==> src/rtl/mips_pkg.sv <==
// Shared pipeline definitions: default bus widths and dump-sequencer FSM encoding.
// Consumers import with mips_pkg::*.
package mips_pkg;

    localparam int NB_DATA_DEF = 32;
    localparam int NB_ADDR_DEF = 8;

    localparam logic [2:0] ST_IDLE  = 3'd0;
    localparam logic [2:0] ST_FETCH = 3'd1;
    localparam logic [2:0] ST_SEND  = 3'd2;
    localparam logic [2:0] ST_CSUM  = 3'd3;
    localparam logic [2:0] ST_DONE  = 3'd4;

endpackage

==> src/rtl/dmem_dump_arbiter.sv <==
// Data-memory arbiter: the CPU owns the RAM port; a dump sequencer streams words out in free cycles.
// Optional trailing XOR checksum word when DMEM_DUMP_CHECKSUM_EN is defined. Latency 2 cycles/word, valid held until ready.
module dmem_dump_arbiter
    import mips_pkg::*;
#(
    parameter int NB_DATA = NB_DATA_DEF,
    parameter int NB_ADDR = NB_ADDR_DEF,
    parameter int N_DUMP  = 256
) (
    input  logic               clk,
    input  logic               i_rst_n,
    input  logic               i_cpu_we,
    input  logic               i_cpu_re,
    input  logic [NB_ADDR-1:0] i_cpu_addr,
    input  logic [NB_DATA-1:0] i_cpu_wdata,
    output logic [NB_DATA-1:0] o_cpu_rdata,
    input  logic               i_dump_start,
    input  logic               i_dump_ready,
    output logic               o_dump_valid,
    output logic [NB_DATA-1:0] o_dump_data,
    output logic [NB_ADDR-1:0] o_dump_addr,
    output logic               o_dump_busy,
    output logic               o_dump_done,
    output logic               o_mem_we,
    output logic [NB_ADDR-1:0] o_mem_addr,
    output logic [NB_DATA-1:0] o_mem_wdata,
    input  logic [NB_DATA-1:0] i_mem_rdata
);

    // One extra pointer bit so N_DUMP == 2**NB_ADDR reaches its last index without wrapping.
    localparam logic [NB_ADDR:0] LAST_PTR = (NB_ADDR+1)'(N_DUMP - 1);

    logic [2:0]         r_state;
    logic [NB_ADDR:0]   r_ptr;
    logic [NB_DATA-1:0] r_data;
    logic [NB_ADDR-1:0] r_addr;
    logic               w_cpu_acc;
    logic               w_last;

    assign w_cpu_acc = i_cpu_we | i_cpu_re;
    assign w_last    = (r_ptr == LAST_PTR);

`ifdef DMEM_DUMP_CHECKSUM_EN
    logic [NB_DATA-1:0] r_csum;

    always_ff @(posedge clk or negedge i_rst_n) begin
        if (!i_rst_n) begin
            r_csum <= '0;
        end else if (r_state == ST_IDLE && i_dump_start) begin
            r_csum <= '0;
        end else if (r_state == ST_SEND && i_dump_ready) begin
            r_csum <= r_csum ^ r_data;
        end
    end
`endif

    always_ff @(posedge clk or negedge i_rst_n) begin
        if (!i_rst_n) begin
            r_state <= ST_IDLE;
            r_ptr   <= '0;
            r_data  <= '0;
            r_addr  <= '0;
        end else begin
            case (r_state)
                ST_IDLE: begin
                    if (i_dump_start) begin
                        r_ptr   <= '0;
                        r_state <= ST_FETCH;
                    end
                end
                ST_FETCH: begin
                    // A CPU access owns the RAM port this cycle, so the fetch simply retries.
                    if (!w_cpu_acc) begin
                        r_data  <= i_mem_rdata;
                        r_addr  <= r_ptr[NB_ADDR-1:0];
                        r_state <= ST_SEND;
                    end
                end
                ST_SEND: begin
                    if (i_dump_ready) begin
                        if (w_last) begin
`ifdef DMEM_DUMP_CHECKSUM_EN
                            r_state <= ST_CSUM;
`else
                            r_state <= ST_DONE;
`endif
                        end else begin
                            r_ptr   <= r_ptr + 1'b1;
                            r_state <= ST_FETCH;
                        end
                    end
                end
`ifdef DMEM_DUMP_CHECKSUM_EN
                ST_CSUM: begin
                    if (i_dump_ready) begin
                        r_state <= ST_DONE;
                    end
                end
`endif
                ST_DONE: r_state <= ST_IDLE;
                default: r_state <= ST_IDLE;
            endcase
        end
    end

    always_comb begin
        o_mem_addr = i_cpu_addr;
        if (!w_cpu_acc && r_state == ST_FETCH) begin
            o_mem_addr = r_ptr[NB_ADDR-1:0];
        end
    end

    assign o_mem_we    = i_cpu_we;
    assign o_mem_wdata = i_cpu_wdata;
    assign o_cpu_rdata = i_mem_rdata;

    assign o_dump_busy = (r_state != ST_IDLE);
    assign o_dump_done = (r_state == ST_DONE);

`ifdef DMEM_DUMP_CHECKSUM_EN
    assign o_dump_valid = (r_state == ST_SEND) || (r_state == ST_CSUM);
    assign o_dump_data  = (r_state == ST_CSUM) ? r_csum : r_data;
    assign o_dump_addr  = (r_state == ST_CSUM) ? {NB_ADDR{1'b1}} : r_addr;
`else
    assign o_dump_valid = (r_state == ST_SEND);
    assign o_dump_data  = r_data;
    assign o_dump_addr  = r_addr;
`endif

endmodule
==> config.mk <==
export PLATFORM = sky130hd
export DESIGN_NAME = dmem_dump_arbiter
export DESIGN_NICKNAME = d
export VERILOG_FILES = /design/src/rtl/mips_pkg.sv /design/src/rtl/dmem_dump_arbiter.sv
export SDC_FILE = /design/constraint.sdc
export NUM_CORES = 1
export LEC_CHECK = 0
export CORE_UTILIZATION = 30
export CTS_CLUSTER_DIAMETER = 40
export CTS_CLUSTER_SIZE = 12
export DETAILED_ROUTE_END_ITERATION = 10
export PLACE_DENSITY = 0.71
export SETUP_SLACK_MARGIN = 0.02
export SYNTH_ARGS = -nofsm -noshare
export SYNTH_HDL_FRONTEND = slang
export SYNTH_SLANG_ARGS = --single-unit
==> constraint.sdc <==
create_clock -name clk -period 3.1 [get_ports clk]
set_input_delay 0.62 -clock clk [delete_from_list [all_inputs] [get_ports clk]]
set_output_delay 0.62 -clock clk [all_outputs]
set_load 0.01 [all_outputs]
==> results of run 1 <==
-- routing by layer --
layer / global-route usage / vias to the layer above
li1: - / 897
met1: 0.161 / 934
met2: 0.220 / 112
met3: 0.0408 / 4
met4: 0.0315 / 0
met5: 0 / -
-- path summary, 6_finish.rpt --
| path | to | depth (start not counted) | startpoint | slack [ns] |
|---|---|---|---|---|
| min | o_dump_data[5] | 1 | i_rst_n | 0.31 |
| min reg2reg | o_dump_data[11] | 1 | o_dump_data[11] | 0.51 |
| max in group asynchronous | o_dump_data[20] | 2 | i_rst_n | 2.00 |
| max | o_mem_addr[3] | 5 | i_cpu_re | 0.10 |
| max reg2reg | o_dump_data[22] | 6 | r_state[1] | 0.92 |
| min in group clk | o_dump_data[11] | 1 | o_dump_data[11] | 0.51 |
-- power breakdown --
group	switching, W	leakage (nW)	internal [W]
Clock	0.000215	0.0410	0.000154
Combinational	0.000448	0.932	0.000775
Sequential	0.000149	0.654	0.000928
-- sequential cells by signal, summed over array words and instances, names as in the netlist --
name         cells
r_state          3
o_dump_addr      8
r_ptr            9
o_dump_data     32
-- layout make-up --
type                    count  area share
clock buffers               6      0.0189
clock inverters             1     0.00130
inverters                   6     0.00585
multi-input cells         103       0.238
flip-flops and latches     52       0.339
well taps                 108      0.0351
repair buffers            142       0.362
-- cell usage after synthesis (4+ instances only) --
| library cell | instances | area share |
|---|---|---|
| buf_4 | 66 | 0.18 |
| a31oi_1 | 5 | 0.011 |
| buf_2 | 4 | 0.0072 |
| mux2_1 | 9 | 0.037 |
| dfrtp_1 | 52 | 0.47 |
| mux2_2 | 39 | 0.16 |
| o21ai_0 | 5 | 0.0090 |
| nand2b_1 | 4 | 0.0090 |
| and3_1 | 4 | 0.0090 |
| a41oi_1 | 4 | 0.013 |
| inv_1 | 6 | 0.0081 |
-- through the flow --
step	std cells	setup TNS [ns]	power, W	hold slack [ns]
after floorplan	235	0	0.00165	0.324
after CTS	416	0	0.00271	0.326
after global routing	418	0	0.00285	0.347
after detailed placement	405	-0.182	0.00231	0.484
after global placement	405	-0.0676	0.00228	0.466
final	418	0	0.00267	0.311
-- cells by family (layout without fill, tap and decap cells) --
family / after synthesis / after routing / synth area share
buffers and inverters: 80 / 155 / 0.203
muxes: 48 / 48 / 0.195
adders and majority gates: 2 / 2 / 0.00903
AOI/OAI and AO/OA: 22 / 22 / 0.0528
and+or+nand+nor: 31 / 31 / 0.0705
DFF: 52 / 52 / 0.470
-- what timing repair did --
action / 4_1_cts / 5_1_grt
resized for setup: 2 / 4
pin swaps: 1 / 1
setup endpoints to repair: 7 / 6
buffers inserted: 4 / 2
==> results summary, run 1 <==
The root buffer selected by CTS is clkbuf_8. The total congestion overflow came out at 0. The setup path with the least slack is of type input pin to primary output. The largest fanout on the critical path came out at 8.

The wire length of the first global-routing pass is slightly above 10000 um. The detailed-routing wirelength on met1 came out at between 2000 and 3000 um. Synthesis instantiated 34 different standard cells from the library. The initial cell density of the core is 0.313. The congestion estimate from routability-driven global placement came to around 0.76.

The final reports fail on design-rule violations. The maximum count of clock buffers along a single path came out at 2. The H-tree depth is 2. The final hold violation count came out at 0.

The final-stage net count is 390. After detailed placement, the total cell area comes to between 3000 and 4000 um^2. The number of nets produced by synthesis is ~320. The core region is 8850 um^2. The final layout contains routed wiring with a total length of between 6000 and 7000 um.

The clock reaches the later pin of the worst-skew pair after ~0.29 ns. In this run the count of I/O pins placed on the die edge is ~190. Measured along the y axis, the die boundary spans around 98 um.

The minimum setup slack after placement came out at -0.0494 ns. For this design, the slowest cell found on the critical path is clkdlybuf4s50_1. The number of diodes came out at 0. The post-synthesis to final-layout area growth came out at 38.9%.

The placed wire-length estimate is 4650 um. The number of warnings printed during yosys synthesis came out at 0. The sort of element at the end of the critical path is a primary output. Across the run, the number of max-cap violations was 0.

The die outline area is ~9600 um^2. The async set or reset register ratio after synthesis came out at 1.00. The number of buffers added by the clock tree synthesis step came out at 5. The kind of cell with the highest combined delay along the critical path is buffers and inverters. The number of antenna violations at the first check in global routing is 0. Summing over every cut layer, the via total after detailed routing is roughly 2000.

The DRC violations left came out at 19. The post-route cell area came out at approximately 3800 um^2. The share of post-route cells with drive strength above 1 came out at 0.203. The stage delay of the slowest cell on the critical path came out at between 0.4 and 0.5 ns. The cell area after synthesis is approximately 2800 um^2. The hold-fix buffer count after cts came out at 0. Dividing the synthesized area by the synthesized cell count gives between 10 and 15 um^2. For the worst setup path, the data required time is roughly 2.5 ns. The number of global-route vias before repair was 2016.

Dividing total power by cell area gives a power density of around 690 nW/um^2. The measured slew at the worst slew-check pin is 0.580 ns. The worst clock skew on the final layout is ~0.0070 ns. The maximum ir drop on the vdd rail came out at 0.000327 V. Measured on the finished design, the core utilization comes to 0.435. The global routing usage summed across all routing layers came out at 0.130. The min-delay analysis places its worst path in the category input pin to asynchronous set/reset pin.

The count of final setup violators came out at 0. The max-slew violation total from the final report is 0. The clock tree from TritonCTS is built. Summing all multi-input logic gate instances after layout gives 916 um^2. The number of clock sinks seen by CTS came out at 52. The run finished, with violations left. The detailed router's first-iteration violation count came out at 68. STA classifies the critical path startpoint as an input pin. The most common flop cell mapped by yosys is dfrtp_1. The leakage power came out at 1.63 nW. The tightest slew margin relative to the limit is 0.613. The count of buffers added on input and output ports is about 130. After detailed routing, no signal wire sits above met4.

The number of standard-cell rows in the floorplan came out at 34. The ratio of final minimum period to clock period came out at 0.968. The upper clock frequency limit is about 0.33 GHz.

The clock period minus final worst setup slack came out at ~3 ns. The first TritonRoute pass finished after 9 iterations. The number of enable flip-flop cells after synthesis is 0. The sequential standard cell area came out at 1300 um^2.

The sequential element share of the synthesized area is 0.470. The width of the chip is between 90 and 100 um. The data arrival at the endpoint of the critical path came out at ~2.4 ns. In this design, the critical path's most frequently occurring cell is clkdlybuf4s50_1. Setup repair after global routing left no endpoint under its margin. The library cells used most frequently in the layout, excluding fill and tap cells, are 124 x clkdlybuf4s50_1, 51 x dfrtp_1, 39 x mux2_2, 12 x buf_4, 9 x mux2_1.

In this run the remaining antenna-violating nets after routing total 0. The synthesized instance count came out at 235. The number of filler cells placed in the layout is between 800 and 900. The post-route worst setup slack is ~0.1 ns. The routed design uses ~3000 um of met2 wire. The critical path goes through clkdlybuf4s50_1 > nor4_4 > buf_6 > mux2_1 > clkdlybuf4s50_1. The met3 wire length is ~580 um.

The clock slew at the register clock pins of the worst setup and hold paths came out at approximately 0.09 ns. After detailed routing, the number of vias per cell comes to ~4.7. The synthesized design contains 52 register bits.

The library cell used most frequently in the layout, excluding fill and tap cells, is clkdlybuf4s50_1. The routed length per placed instance is ~15 um. The buffers plus inverters on the worst setup path came out at 3. The maximum number of pins on one net before global-route repair came out at 30.
No activity file was read; power rests on OpenSTA's default activity.
==> run 2: changes to the inputs <==
--- a/config.mk
+++ b/config.mk
@@ -9,6 +9,7 @@
 export CTS_CLUSTER_DIAMETER = 40
 export CTS_CLUSTER_SIZE = 12
 export DETAILED_ROUTE_END_ITERATION = 10
+export HOLD_SLACK_MARGIN = 0.08
 export PLACE_DENSITY = 0.71
 export SETUP_SLACK_MARGIN = 0.02
 export SYNTH_ARGS = -nofsm -noshare
==> results of run 2 <==
Final layout, timing and power as in run 1 (identical DEF).
==> variant, RTL diff (settings of run 1) <==
`NB_ADDR_DEF`: 8 -> 9.
--- a/src/rtl/mips_pkg.sv
+++ b/src/rtl/mips_pkg.sv
@@ -3,7 +3,7 @@
 package mips_pkg;
 
     localparam int NB_DATA_DEF = 32;
-    localparam int NB_ADDR_DEF = 8;
+    localparam int NB_ADDR_DEF = 9;
 
     localparam logic [2:0] ST_IDLE  = 3'd0;
     localparam logic [2:0] ST_FETCH = 3'd1;
Interface: changed (resized i_cpu_addr, o_dump_addr and o_mem_addr); port bits go from 194 to 197. No check against the original RTL was run, so the function may have changed too.
==> variant against run 1 <==
Design area increased by 2.2%; total power is 3.6% lower; setup slack gained 0.038 ns; synthesized cell count rose by 44%; synthesized area rose by 2.5%; sequential cell count increased by 2; routed wire length rose by 9.6%; critical path type unchanged; highest routed layer unchanged.
==> variant: results (changes against run 1) <==
** Yosys
- The fraction of synthesized area in multiplexers was 0.00352 (-0.192).
- The top-area cell type share of the netlist area came to 0.476 (+0.00603).
- The sequential fraction of the synthesis area came to 0.476 (+0.00603).

** Drt
- Met2 Routed Length :: 3430 um (+14%)
- DRC marker count from the first detailed-route iteration :: 82 (+21%)
- WL/cell :: 13.0 um (-12%)

** Layout
- The final-stage net count was 488 (+25%).
- The register area is 1350 sq um (+3.8%).
- Layout clock area frac :: 0.0219 (+0.00178)
- Area of combinational cells with multiple inputs :: 921 sq um (+0.55%)
- The filler cell count came to 888 (+6.6%).

** Pwr
- The standby leakage power is 1.86 nW (+15%).
- The cell-internal power is 1.72 mW (-7.5%).
- The relative contribution of the clock network to total power came to 0.149 (+0.011).
- The register share of total power was 0.410 (+0.007).
- The largest voltage drop on the vdd net came to 0.000203 V (-38%).

** GRT
- Global-route wire length before repair :: 10600 um (+4.7%)
- Largest net degree at the start of global routing :: 31 (+3.3%)
- Global routing usage summed across all routing layers :: 0.133 (+0.00296)

** Placement
- Area post-placement :: 3840 sq um (+3.4%)
- Placed wire-length estimate after detailed placement :: 5340 um (+15%)

** Outcome
- The flow ran to the end, and the final reports show no timing, DRC or antenna violations.

** Setup path
- The worst reg-to-reg setup slack is 1.09 ns (+0.17 ns).
- Worst reg2reg startpoint :: r_ptr[0]$_DFFE_PN0P_
- Worst setup path endpoint :: o_mem_addr[0]

** STA
- Final Worst Setup Slack :: 0.138 ns (+0.0378 ns)
-- variant: cell types whose count changed in the layout (fill, tap and decap cells not counted), moves of 3 or more --
cell,before,now
sky130_fd_sc_hd__nand2_1,3,147
sky130_fd_sc_hd__mux2_2,39,0
sky130_fd_sc_hd__mux2_1,9,0
sky130_fd_sc_hd__clkdlybuf4s50_1,124,131
sky130_fd_sc_hd__inv_1,6,1
sky130_fd_sc_hd__o31ai_1,0,5
sky130_fd_sc_hd__a31oi_1,5,1
sky130_fd_sc_hd__buf_4,12,9
sky130_fd_sc_hd__dlymetal6s2s_1,3,0
sky130_fd_sc_hd__nand2b_1,4,1
sky130_fd_sc_hd__o21ai_0,5,8
-- variant: kinds of logic (layout without fill, tap and decap cells) --
group	count (synthesis)	in the layout
simple gates	176	176
flops	54	54
compound gates	24	24
buf+inv	82	153
mux	1	1
fa+ha+maj	1	1
